[src/rtl/rgb_pwm_pkg.sv]
`default_nettype none
// ============================================================================
//  Module      : rgb_pwm_pkg
//  Description : Shared mode encoding and the effective-duty function for the
//                RGB PWM controller.
//  Revision    : 1.0  initial release
// ============================================================================
package rgb_pwm_pkg;

    // Widest duty resolution the eff_duty helper supports.
    localparam int DUTY_MAX_BITS = 16;

    typedef logic [1:0] mode_t;

    localparam mode_t MODE_STATIC  = 2'b00;
    localparam mode_t MODE_BLINK   = 2'b01;
    localparam mode_t MODE_BREATHE = 2'b10;
    localparam mode_t MODE_OFF     = 2'b11;

    // Effective duty for one channel.
    // Callers zero-extend to DUTY_MAX_BITS and keep the low w bits of the
    // result. In breathe mode the result is the upper w bits of the 2w-bit
    // product duty*env.
    function automatic logic [DUTY_MAX_BITS-1:0] eff_duty(
        input logic [DUTY_MAX_BITS-1:0] duty,
        input logic [DUTY_MAX_BITS-1:0] env,
        input mode_t                    mode,
        input logic                     phase_on,
        input int unsigned              w
    );
        logic [2*DUTY_MAX_BITS-1:0] prod;
        prod     = {{DUTY_MAX_BITS{1'b0}}, duty} * {{DUTY_MAX_BITS{1'b0}}, env};
        eff_duty = '0;
        case (mode)
            MODE_STATIC:  eff_duty = duty;
            MODE_BLINK:   eff_duty = phase_on ? duty : '0;
            MODE_BREATHE: eff_duty = DUTY_MAX_BITS'(prod >> w);
            default:      eff_duty = '0;
        endcase
    endfunction

endpackage
`default_nettype wire

[src/rtl/rgb_pwm_chan.sv]
`default_nettype none
// ============================================================================
//  Module      : rgb_pwm_chan
//  Description : One PWM channel: registered compare of the shared period
//                counter against the channel's effective duty.
//  Revision    : 1.0  initial release
// ============================================================================
module rgb_pwm_chan #(
    parameter int PWM_BITS = 8
) (
    input  logic                clk,
    input  logic                rst,
    input  logic [PWM_BITS-1:0] cnt,
    input  logic [PWM_BITS-1:0] eff,
    output logic                pwm
);

    // Output is high while the counter is below the duty; eff=0 never fires,
    // eff=MAX covers every count 0..MAX-1.
    always_ff @(posedge clk or posedge rst) begin
        if (rst) begin
            pwm <= 1'b0;
        end else begin
            pwm <= (cnt < eff);
        end
    end

endmodule
`default_nettype wire

[src/rtl/rgb_pwm_ctrl.sv]
`default_nettype none
// ============================================================================
//  Module      : rgb_pwm_ctrl
//  Description : N-channel PWM generator with static, blink and breathe modes.
//                Configuration is taken over valid/ready into shadow registers
//                and applied only at a PWM period boundary.
//                Build option RGB_PWM_SB_DRV_EN: drive the pads through the
//                iCE40 SB_RGBA_DRV current driver (needs N_CH = 3); otherwise
//                LED_RGB is the inverted PWM (active-low pins).
//  Revision    : 1.0  initial release
// ============================================================================
module rgb_pwm_ctrl
    import rgb_pwm_pkg::*;
#(
    parameter int N_CH          = 3,
    parameter int PWM_BITS      = 8,
    parameter int PRESCALE      = 48,
    parameter int BLINK_PERIODS = 64
) (
    input  logic                     clk,
    input  logic                     rst,
    input  logic                     cfg_valid,
    output logic                     cfg_ready,
    input  logic [N_CH*PWM_BITS-1:0] cfg_duty,
    input  logic [1:0]               cfg_mode,
    output logic [N_CH-1:0]          pwm,
    output logic                     period_start,
    output logic [N_CH-1:0]          LED_RGB
);

    localparam int c_presc_w = (PRESCALE > 1) ? $clog2(PRESCALE) : 1;
    localparam int c_blink_w = (BLINK_PERIODS > 1) ? $clog2(BLINK_PERIODS) : 1;

    localparam logic [PWM_BITS-1:0]  c_max        = '1;
    localparam logic [PWM_BITS-1:0]  c_cnt_last   = PWM_BITS'((1 << PWM_BITS) - 2);
    localparam logic [c_presc_w-1:0] c_presc_last = c_presc_w'(PRESCALE - 1);
    localparam logic [c_blink_w-1:0] c_blink_last = c_blink_w'(BLINK_PERIODS - 1);

    logic [c_presc_w-1:0]     r_presc;
    logic [PWM_BITS-1:0]      r_cnt;
    logic                     r_period_start;
    logic                     r_pending;
    logic [N_CH*PWM_BITS-1:0] r_shadow_duty;
    mode_t                    r_shadow_mode;
    logic [N_CH*PWM_BITS-1:0] r_act_duty;
    mode_t                    r_act_mode;
    logic [c_blink_w-1:0]     r_blink_cnt;
    logic                     r_phase_on;
    logic [PWM_BITS-1:0]      r_env;
    logic                     r_env_down;

    logic w_tick;
    logic w_boundary;
    logic w_capture;
    logic w_apply;
    logic w_mode_change;

    assign w_tick        = (r_presc == c_presc_last);
    assign w_boundary    = w_tick && (r_cnt == c_cnt_last);
    assign cfg_ready     = ~r_pending;
    assign w_capture     = cfg_valid && cfg_ready;
    // Capture only happens while nothing is pending, so a capture coinciding
    // with a boundary is naturally deferred to the following boundary.
    assign w_apply       = w_boundary && r_pending;
    assign w_mode_change = w_apply && (r_shadow_mode != r_act_mode);
    assign period_start  = r_period_start;

    // Prescaler, period counter (0..MAX-1) and the registered wrap pulse.
    always_ff @(posedge clk or posedge rst) begin
        if (rst) begin
            r_presc        <= '0;
            r_cnt          <= '0;
            r_period_start <= 1'b0;
        end else begin
            r_presc        <= w_tick ? '0 : r_presc + 1'b1;
            r_period_start <= w_boundary;
            if (w_tick) begin
                r_cnt <= (r_cnt == c_cnt_last) ? '0 : r_cnt + 1'b1;
            end
        end
    end

    // Handshake: capture into shadow, copy shadow to active at the boundary.
    always_ff @(posedge clk or posedge rst) begin
        if (rst) begin
            r_pending     <= 1'b0;
            r_shadow_duty <= '0;
            r_shadow_mode <= MODE_OFF;
            r_act_duty    <= '0;
            r_act_mode    <= MODE_OFF;
        end else if (w_capture) begin
            r_shadow_duty <= cfg_duty;
            r_shadow_mode <= cfg_mode;
            r_pending     <= 1'b1;
        end else if (w_apply) begin
            r_act_duty <= r_shadow_duty;
            r_act_mode <= r_shadow_mode;
            r_pending  <= 1'b0;
        end
    end

    // Blink phase toggles every BLINK_PERIODS boundaries; restarts on a mode change.
    always_ff @(posedge clk or posedge rst) begin
        if (rst) begin
            r_blink_cnt <= '0;
            r_phase_on  <= 1'b1;
        end else if (w_mode_change) begin
            r_blink_cnt <= '0;
            r_phase_on  <= 1'b1;
        end else if (w_boundary) begin
            if (r_blink_cnt == c_blink_last) begin
                r_blink_cnt <= '0;
                r_phase_on  <= ~r_phase_on;
            end else begin
                r_blink_cnt <= r_blink_cnt + 1'b1;
            end
        end
    end

    // Breathe envelope: triangle 0..MAX..0 stepping once per boundary.
    always_ff @(posedge clk or posedge rst) begin
        if (rst) begin
            r_env      <= '0;
            r_env_down <= 1'b0;
        end else if (w_mode_change) begin
            r_env      <= '0;
            r_env_down <= 1'b0;
        end else if (w_boundary) begin
            if (!r_env_down) begin
                if (r_env == c_max) begin
                    r_env      <= c_cnt_last;
                    r_env_down <= 1'b1;
                end else begin
                    r_env <= r_env + 1'b1;
                end
            end else begin
                if (r_env == '0) begin
                    r_env      <= PWM_BITS'(1);
                    r_env_down <= 1'b0;
                end else begin
                    r_env <= r_env - 1'b1;
                end
            end
        end
    end

    for (genvar i = 0; i < N_CH; i++) begin : g_chan
        logic [PWM_BITS-1:0] w_eff;

        assign w_eff = PWM_BITS'(eff_duty(
            DUTY_MAX_BITS'(r_act_duty[i*PWM_BITS +: PWM_BITS]),
            DUTY_MAX_BITS'(r_env),
            r_act_mode,
            r_phase_on,
            PWM_BITS));

        rgb_pwm_chan #(
            .PWM_BITS (PWM_BITS)
        ) u_chan (
            .clk (clk),
            .rst (rst),
            .cnt (r_cnt),
            .eff (w_eff),
            .pwm (pwm[i])
        );
    end

`ifdef RGB_PWM_SB_DRV_EN
    // iCE40 constant-current RGB driver; this build requires N_CH = 3.
    SB_RGBA_DRV #(
        .CURRENT_MODE ("0b1"),
        .RGB0_CURRENT ("0b000001"),
        .RGB1_CURRENT ("0b000111"),
        .RGB2_CURRENT ("0b000111")
    ) u_rgb_drv (
        .CURREN   (1'b1),
        .RGBLEDEN (1'b1),
        .RGB0PWM  (pwm[0]),
        .RGB1PWM  (pwm[1]),
        .RGB2PWM  (pwm[2]),
        .RGB0     (LED_RGB[0]),
        .RGB1     (LED_RGB[1]),
        .RGB2     (LED_RGB[2])
    );
`else
    // Direct pin drive, LEDs are active-low.
    assign LED_RGB = ~pwm;
`endif

endmodule
`default_nettype wire

[config.mk]
export PLATFORM = sky130hd
export DESIGN_NAME = rgb_pwm_ctrl
export DESIGN_NICKNAME = d
export VERILOG_FILES = /design/src/rtl/rgb_pwm_pkg.sv /design/src/rtl/rgb_pwm_chan.sv /design/src/rtl/rgb_pwm_ctrl.sv
export SDC_FILE = /design/constraint.sdc
export NUM_CORES = 1
export LEC_CHECK = 0
export CORE_MARGIN = 5
export CORE_UTILIZATION = 55
export CTS_BUF_LIST = sky130_fd_sc_hd__clkbuf_8 sky130_fd_sc_hd__clkbuf_16
export CTS_CLUSTER_DIAMETER = 200
export DETAILED_ROUTE_END_ITERATION = 10
export GPL_TIMING_DRIVEN = 0
export HOLD_SLACK_MARGIN = 0.05
export PLACE_DENSITY = 0.8
export SYNTH_ARGS = -nofsm -noshare
export SYNTH_HDL_FRONTEND = slang
export SYNTH_SLANG_ARGS = --single-unit
[constraint.sdc]
create_clock -name clk -period 11.1 [get_ports clk]
set_input_delay 1.11 -clock clk [delete_from_list [all_inputs] [get_ports clk]]
set_output_delay 1.11 -clock clk [all_outputs]
set_load 0.01 [all_outputs]
== After elaboration in Yosys (flattened, before gate mapping) ==
Index checks and enable logic that the tools add are counted.
Widths: inputs -> output; s select.

* Register bits: 87
* Input bits: 29
* Word-level logic and storage cells: 74

* Add/subtract/negate cells: 5
* $mul: 3
* $lt $le $gt $ge: 3
* Eq/ne operators: 7
* Muxes and demuxes: 26
* Bitwise logic cells: 4
* Reduce and logical (&&, ||, !) cells: 11

{| class="wikitable"
|+ Operator list
! operator !! count
|-
| $mux 8 || 9
|-
| $pmux 8 s3 || 3
|-
| $mul 8x8->16 || 3
|-
| $lt 8x8->1 || 3
|-
| $mux 6 || 4
|-
| $add 8x1->8 const B || 2
|-
| $eq 8x8->1 const B || 2
|-
| $add 6x1->6 const B || 2
|-
| $eq 6x6->1 const B || 2
|-
| $mux 1 || 10
|-
| $logic_not 8->1 || 1
|-
| $sub 8x1->8 const B || 1
|-
| $reduce_bool 2->1 || 3
|-
| $logic_and 1x1->1 || 4
|-
| $reduce_and 2->1 || 2
|-
| $not 1->1 || 3
|-
| $not 3->3 || 1
|-
| $eq 2x1->1 const B || 1
|-
| $eq 2x2->1 const B || 1
|-
| $logic_not 2->1 || 1
|-
| $ne 2x2->1 || 1
|}

== Longest topological paths before layout ==
* Depth after elaboration: 6
* Mapped depth: 25

== Modules after synthesis ==
From an unflattened synthesis, not the netlist that was laid out.

* Cells, all modules: 1099
* Area, all modules: 10347.4 µm²

{| class="wikitable"
|+ By module, submodules not included
! module !! times used !! cells each !! area an instance (µm²) !! sequential area each (µm²)
|-
| rgb_pwm_ctrl || 1 || 1018 || 9731.8 || 2108.3
|-
| rgb_pwm_chan || 3 || 27 || 205.2 || 25.0
|}

== Worst setup path after synthesis ==
Ideal clock, no wire load.

* Path type: register to register
* From: register r_env[7]
* To: register g_chan[1].u_chan.pwm
* Arrival time: 5.610 ns
* Path slack: 5.407 ns
* Cell stages (with the launch flop): 25
* Buffers on the path: 2
* Cells stage by stage: dfrtp_1 clkbuf_1 clkbuf_1 nand2_1 fa_1 fa_1 inv_1 fa_1 inv_1 fa_1 inv_1 ha_1 a211oi_1 nand2_1 o211ai_1 a21oi_1 o31ai_1 a21boi_0 a22oi_1 ha_1 a21o_1 a21o_1 a21oi_1 nand2_1 o21ai_0

* Longest elaborated chain between the ends: 3

{| class="wikitable"
|+ RTL lines
! element !! RTL line !! source
|-
| from (decl) || rgb_pwm_ctrl.sv:49 || <nowiki>logic [PWM_BITS-1:0] r_env;</nowiki>
|-
| from (signal assigned) || rgb_pwm_ctrl.sv:131 || <nowiki>r_env <= c_cnt_last;</nowiki>
|-
| from (signal assigned) || rgb_pwm_ctrl.sv:134 || <nowiki>r_env <= r_env + 1'b1;</nowiki>
|-
| from (signal assigned) || rgb_pwm_ctrl.sv:141 || <nowiki>r_env <= r_env - 1'b1;</nowiki>
|-
| $mul 8x8->16 || rgb_pwm_pkg.sv:32 || <nowiki>prod = {{DUTY_MAX_BITS{1'b0}}, duty} * {{DUTY_MAX_BITS{1'b0}}, env};</nowiki>
|-
| $pmux 8 s3 || rgb_pwm_pkg.sv:34 || <nowiki>case (mode)</nowiki>
|-
| $lt 8x8->1 || rgb_pwm_chan.sv:24 || <nowiki>pwm <= (cnt < eff);</nowiki>
|-
| to (signal assigned) || rgb_pwm_chan.sv:24 ||
|-
| to (decl) || rgb_pwm_chan.sv:15 || <nowiki>output logic pwm</nowiki>
|}

No other way between the ends.
A chain may end at the register's enable or synchronous reset.

== Final worst setup path ==
Same ends and word-level chain as after synthesis.

==> flow_summary.json <==
{
  "fin_ws_ns": 4.262,
  "postRouteAntennaNets": 0,
  "ys_seq_area_frac": 0.2113,
  "viasPerCell": 5.826,
  "place_ws_ns": 4.351,
  "setup_viol": 0,
  "synthDistinctLibCells": 65,
  "antenna_found_initial": 0,
  "worstSetupPathType": "reg -> reg",
  "diodes": 0,
  "cts-root-buf": "clkbuf_16",
  "dr.first_iter.drc_count": 423,
  "worstSkewPairLatency_ns": 0.35,
  "whs_path_depth": 1,
  "grt_max_degree": 45,
  "rsz0062_at_grt": "no",
  "worst_pin_slew_ns": 0.7682,
  "cts_tree": "done",
  "port_buffers": 36,
  "syn_area_sq_um": 10330,
  "max_freq_mhz": 146.2,
  "synth_top_flop_cell": "dfrtp_1",
  "ctsHtreeMaxLevel": 3,
  "leakage_uw": 0.005967,
  "dr.pass1.iters": 4,
  "r2r-end": "g_chan[1].u_chan.pwm$_DFF_PP0_",
  "die_w_microns": 147.1,
  "fin_util": 0.6106,
  "crit_path_start_kind": "flip-flop",
  "worst_setup_path_end_kind": "flip-flop",
  "synthCells": 1077,
  "hpwl_microns": 18630,
  "drv_slew": 0,
  "hold_violations": 0,
  "finalCriticalPeriod_ns": 6.838,
  "p_per_area_nw_per_um2": 62.44,
  "die_y_microns": 147.1,
  "yosysMostFrequentCell": "and2_1",
  "cts_made_buffers": 9,
  "overflow": 0,
  "clockBufferDepth": 2,
  "r2r_slack_ns": 4.26,
  "grt_pass1_wl_microns": 40410,
  "design.core.area_sq_um": 18580,
  "holdPathEnd": "r_act_duty[12]$_DFFE_PP0P_",
  "synth-seq-cells": 87,
  "cts_sinks": 87,
  "r2r-start": "r_env[7]$_DFFE_PP0P_",
  "drc": 0,
  "required_ns": 11.33,
  "min-delay-start": "r_shadow_duty[12]$_DFFE_PP0P_",
  "grt_pass1_vias": 8254,
  "initial_core_util": 0.5562,
  "syn-num-nets": 1338,
  "setup_tns_ns": 0,
  "die_area_sq_um": 21630,
  "row_count": 50,
  "async_flop_share": 1.000,
  "critPathArrivalTime_ns": 7.07,
  "synth_commonest_cells": "157 x and2_1, 149 x inv_1, 127 x ha_1",
  "avgSynthCellArea_sq_um": 9.595,
  "timing.max_slew.rel_slack": 0.4878,
  "synthToLayoutAreaGrowth_pct": 9.796,
  "synth_top_cell_by_area": "fa_1",
  "reg2regPathDepth": 24,
  "hold_path_class": "reg -> reg",
  "status": "completed",
  "synth_area_leaders": "fa_1 20%, dfrtp_1 20%, ha_1 15%",
  "final_cells": 1364,
  "ctsHoldBuffers": 0,
  "routed_wl_microns": 24060,
  "synth_top_cell_area_share": 0.2034,
  "cts_resized": 0,
  "path_clk_slew_ns": 0.07,
  "synth_enable_flop_cells": 0,
  "cts_setup_buffers": 0,
  "vias": 7947,
  "pin_count": 37,
  "drv_cap": 0,
  "skew_ns": 0.01039,
  "place.gp.congestion": 0.9044,
  "drive_gt1_frac": 0.08407,
  "ys_warn_count": 0,
  "wl_per_cell_microns": 17.64,
  "period_share": 0.6161,
  "grt_use_total": 0.2292,
  "nets": 1386,
  "max-vdd-ir-drop_v": 0.0001690,
  "placed_cells": 1348,
  "path_max_fanout": 10
}
## cell type report
class	instances	area, sq um
multi-input combinational	793	7392
tap	234	292.8
buffer	47	193.9
inverter	150	566.8
clock inverter	6	97.59
timing repair buffer	37	380.4
sequential	87	2183
clock buffer	10	239.0
fill	1459	7234
## power by group
group	switching [uW]	internal [uW]
Combinational	13.9	19.9
Clock	131	207
Sequential	6.88	330
## sequential cells by signal, indices dropped and copies added (netlist names)
register	flops
r_cnt	8
period_start	1
r_env	8
r_act_mode	2
r_presc	6
r_blink_cnt	6
r_phase_on	1
r_pending	1
r_shadow_mode	2
r_shadow_duty	24
r_env_down	1
r_act_duty	24
g_chan.u_chan.pwm	3
## kinds of logic after synthesis
kind of cell,count (synthesis),share of synthesized area
compound gates,157,0.1020
xor+xnor,25,0.02119
fa+ha+maj,232,0.3572
buf+inv,197,0.07337
flops,87,0.2113
mux,55,0.05957
simple gates,324,0.1754
## worst max-delay path, cell delays in order, from the launching register on
cell      delay, ns
dfrtp_1        0.42
clkbuf_1       0.43
clkbuf_1       0.48
nand2_1        0.17
fa_1           0.54
fa_1           0.55
inv_1          0.05
fa_1           0.53
inv_1          0.06
fa_1           0.53
inv_1          0.05
ha_1           0.29
a211oi_1       0.25
nand2_1        0.13
o211ai_1       0.33
a21oi_1        0.15
o31ai_1        0.32
a21boi_0       0.22
a22oi_1        0.11
ha_1           0.33
a21o_1         0.18
a21o_1         0.16
a21oi_1        0.17
nand2_1        0.06
o21ai_0        0.23
## through the flow
stage | total power (uW) | cell area [sq um] | hold slack [ns]
2_1_floorplan | 359.4 | 10330 | 0.4532
3_3_place_gp | 374.6 | 10990 | 0.4776
3_5_place_dp | 377.2 | 11010 | 0.4845
4_1_cts | 714.8 | 11350 | 0.4975
5_1_grt | 732.1 | 11350 | 0.5164
6_report | 708.4 | 11350 | 0.4921
## cell usage in the layout, fill, tap and decap left out, drive strengths merged, types with 5 or more instances in the layout
cell type,instances
nand4,7
or3,7
buf,13
dfrtp,82
o21a,7
xnor2,12
a211oi,8
ha,127
nor3,11
clkdlybuf4s50,36
nand3,20
a31oi,10
nor2,30
inv,152
nand2,65
a21o,13
a22oi,15
dfstp,5
clkbuf,45
o21ai,36
and3,5
and2,157
nor2b,7
a21oi,35
mux2,52
xor2,13
o21bai,5
fa,105
## per-layer routing
layer	vias to the layer above	global-route usage	wire length [microns]
li1	3655	-	-
met1	3953	0.2947	10310
met2	259	0.3894	11480
met3	80	0.02684	1232
met4	0	0.1053	1039
met5	-	0	0
## worst max-delay path by stage
stage | endpoint | from | slack [ns] | cells after the start
finish | g_chan[1].u_chan.pwm$_DFF_PP0_ | r_env[7]$_DFFE_PP0P_ | 4.26 | 24
global route | g_chan[1].u_chan.pwm$_DFF_PP0_ | r_env[7]$_DFFE_PP0P_ | 3.82 | 24
CTS | g_chan[1].u_chan.pwm$_DFF_PP0_ | r_env[3]$_DFFE_PP0P_ | 4.29 | 24
detailed placement | g_chan[1].u_chan.pwm$_DFF_PP0_ | r_env[3]$_DFFE_PP0P_ | 4.35 | 24
global placement | g_chan[1].u_chan.pwm$_DFF_PP0_ | r_env[6]$_DFFE_PP0P_ | 4.36 | 24
floorplan | g_chan[1].u_chan.pwm$_DFF_PP0_ | r_env[7]$_DFFE_PP0P_ | 5.41 | 24
Note: power is estimated with default switching activity, not from simulation.
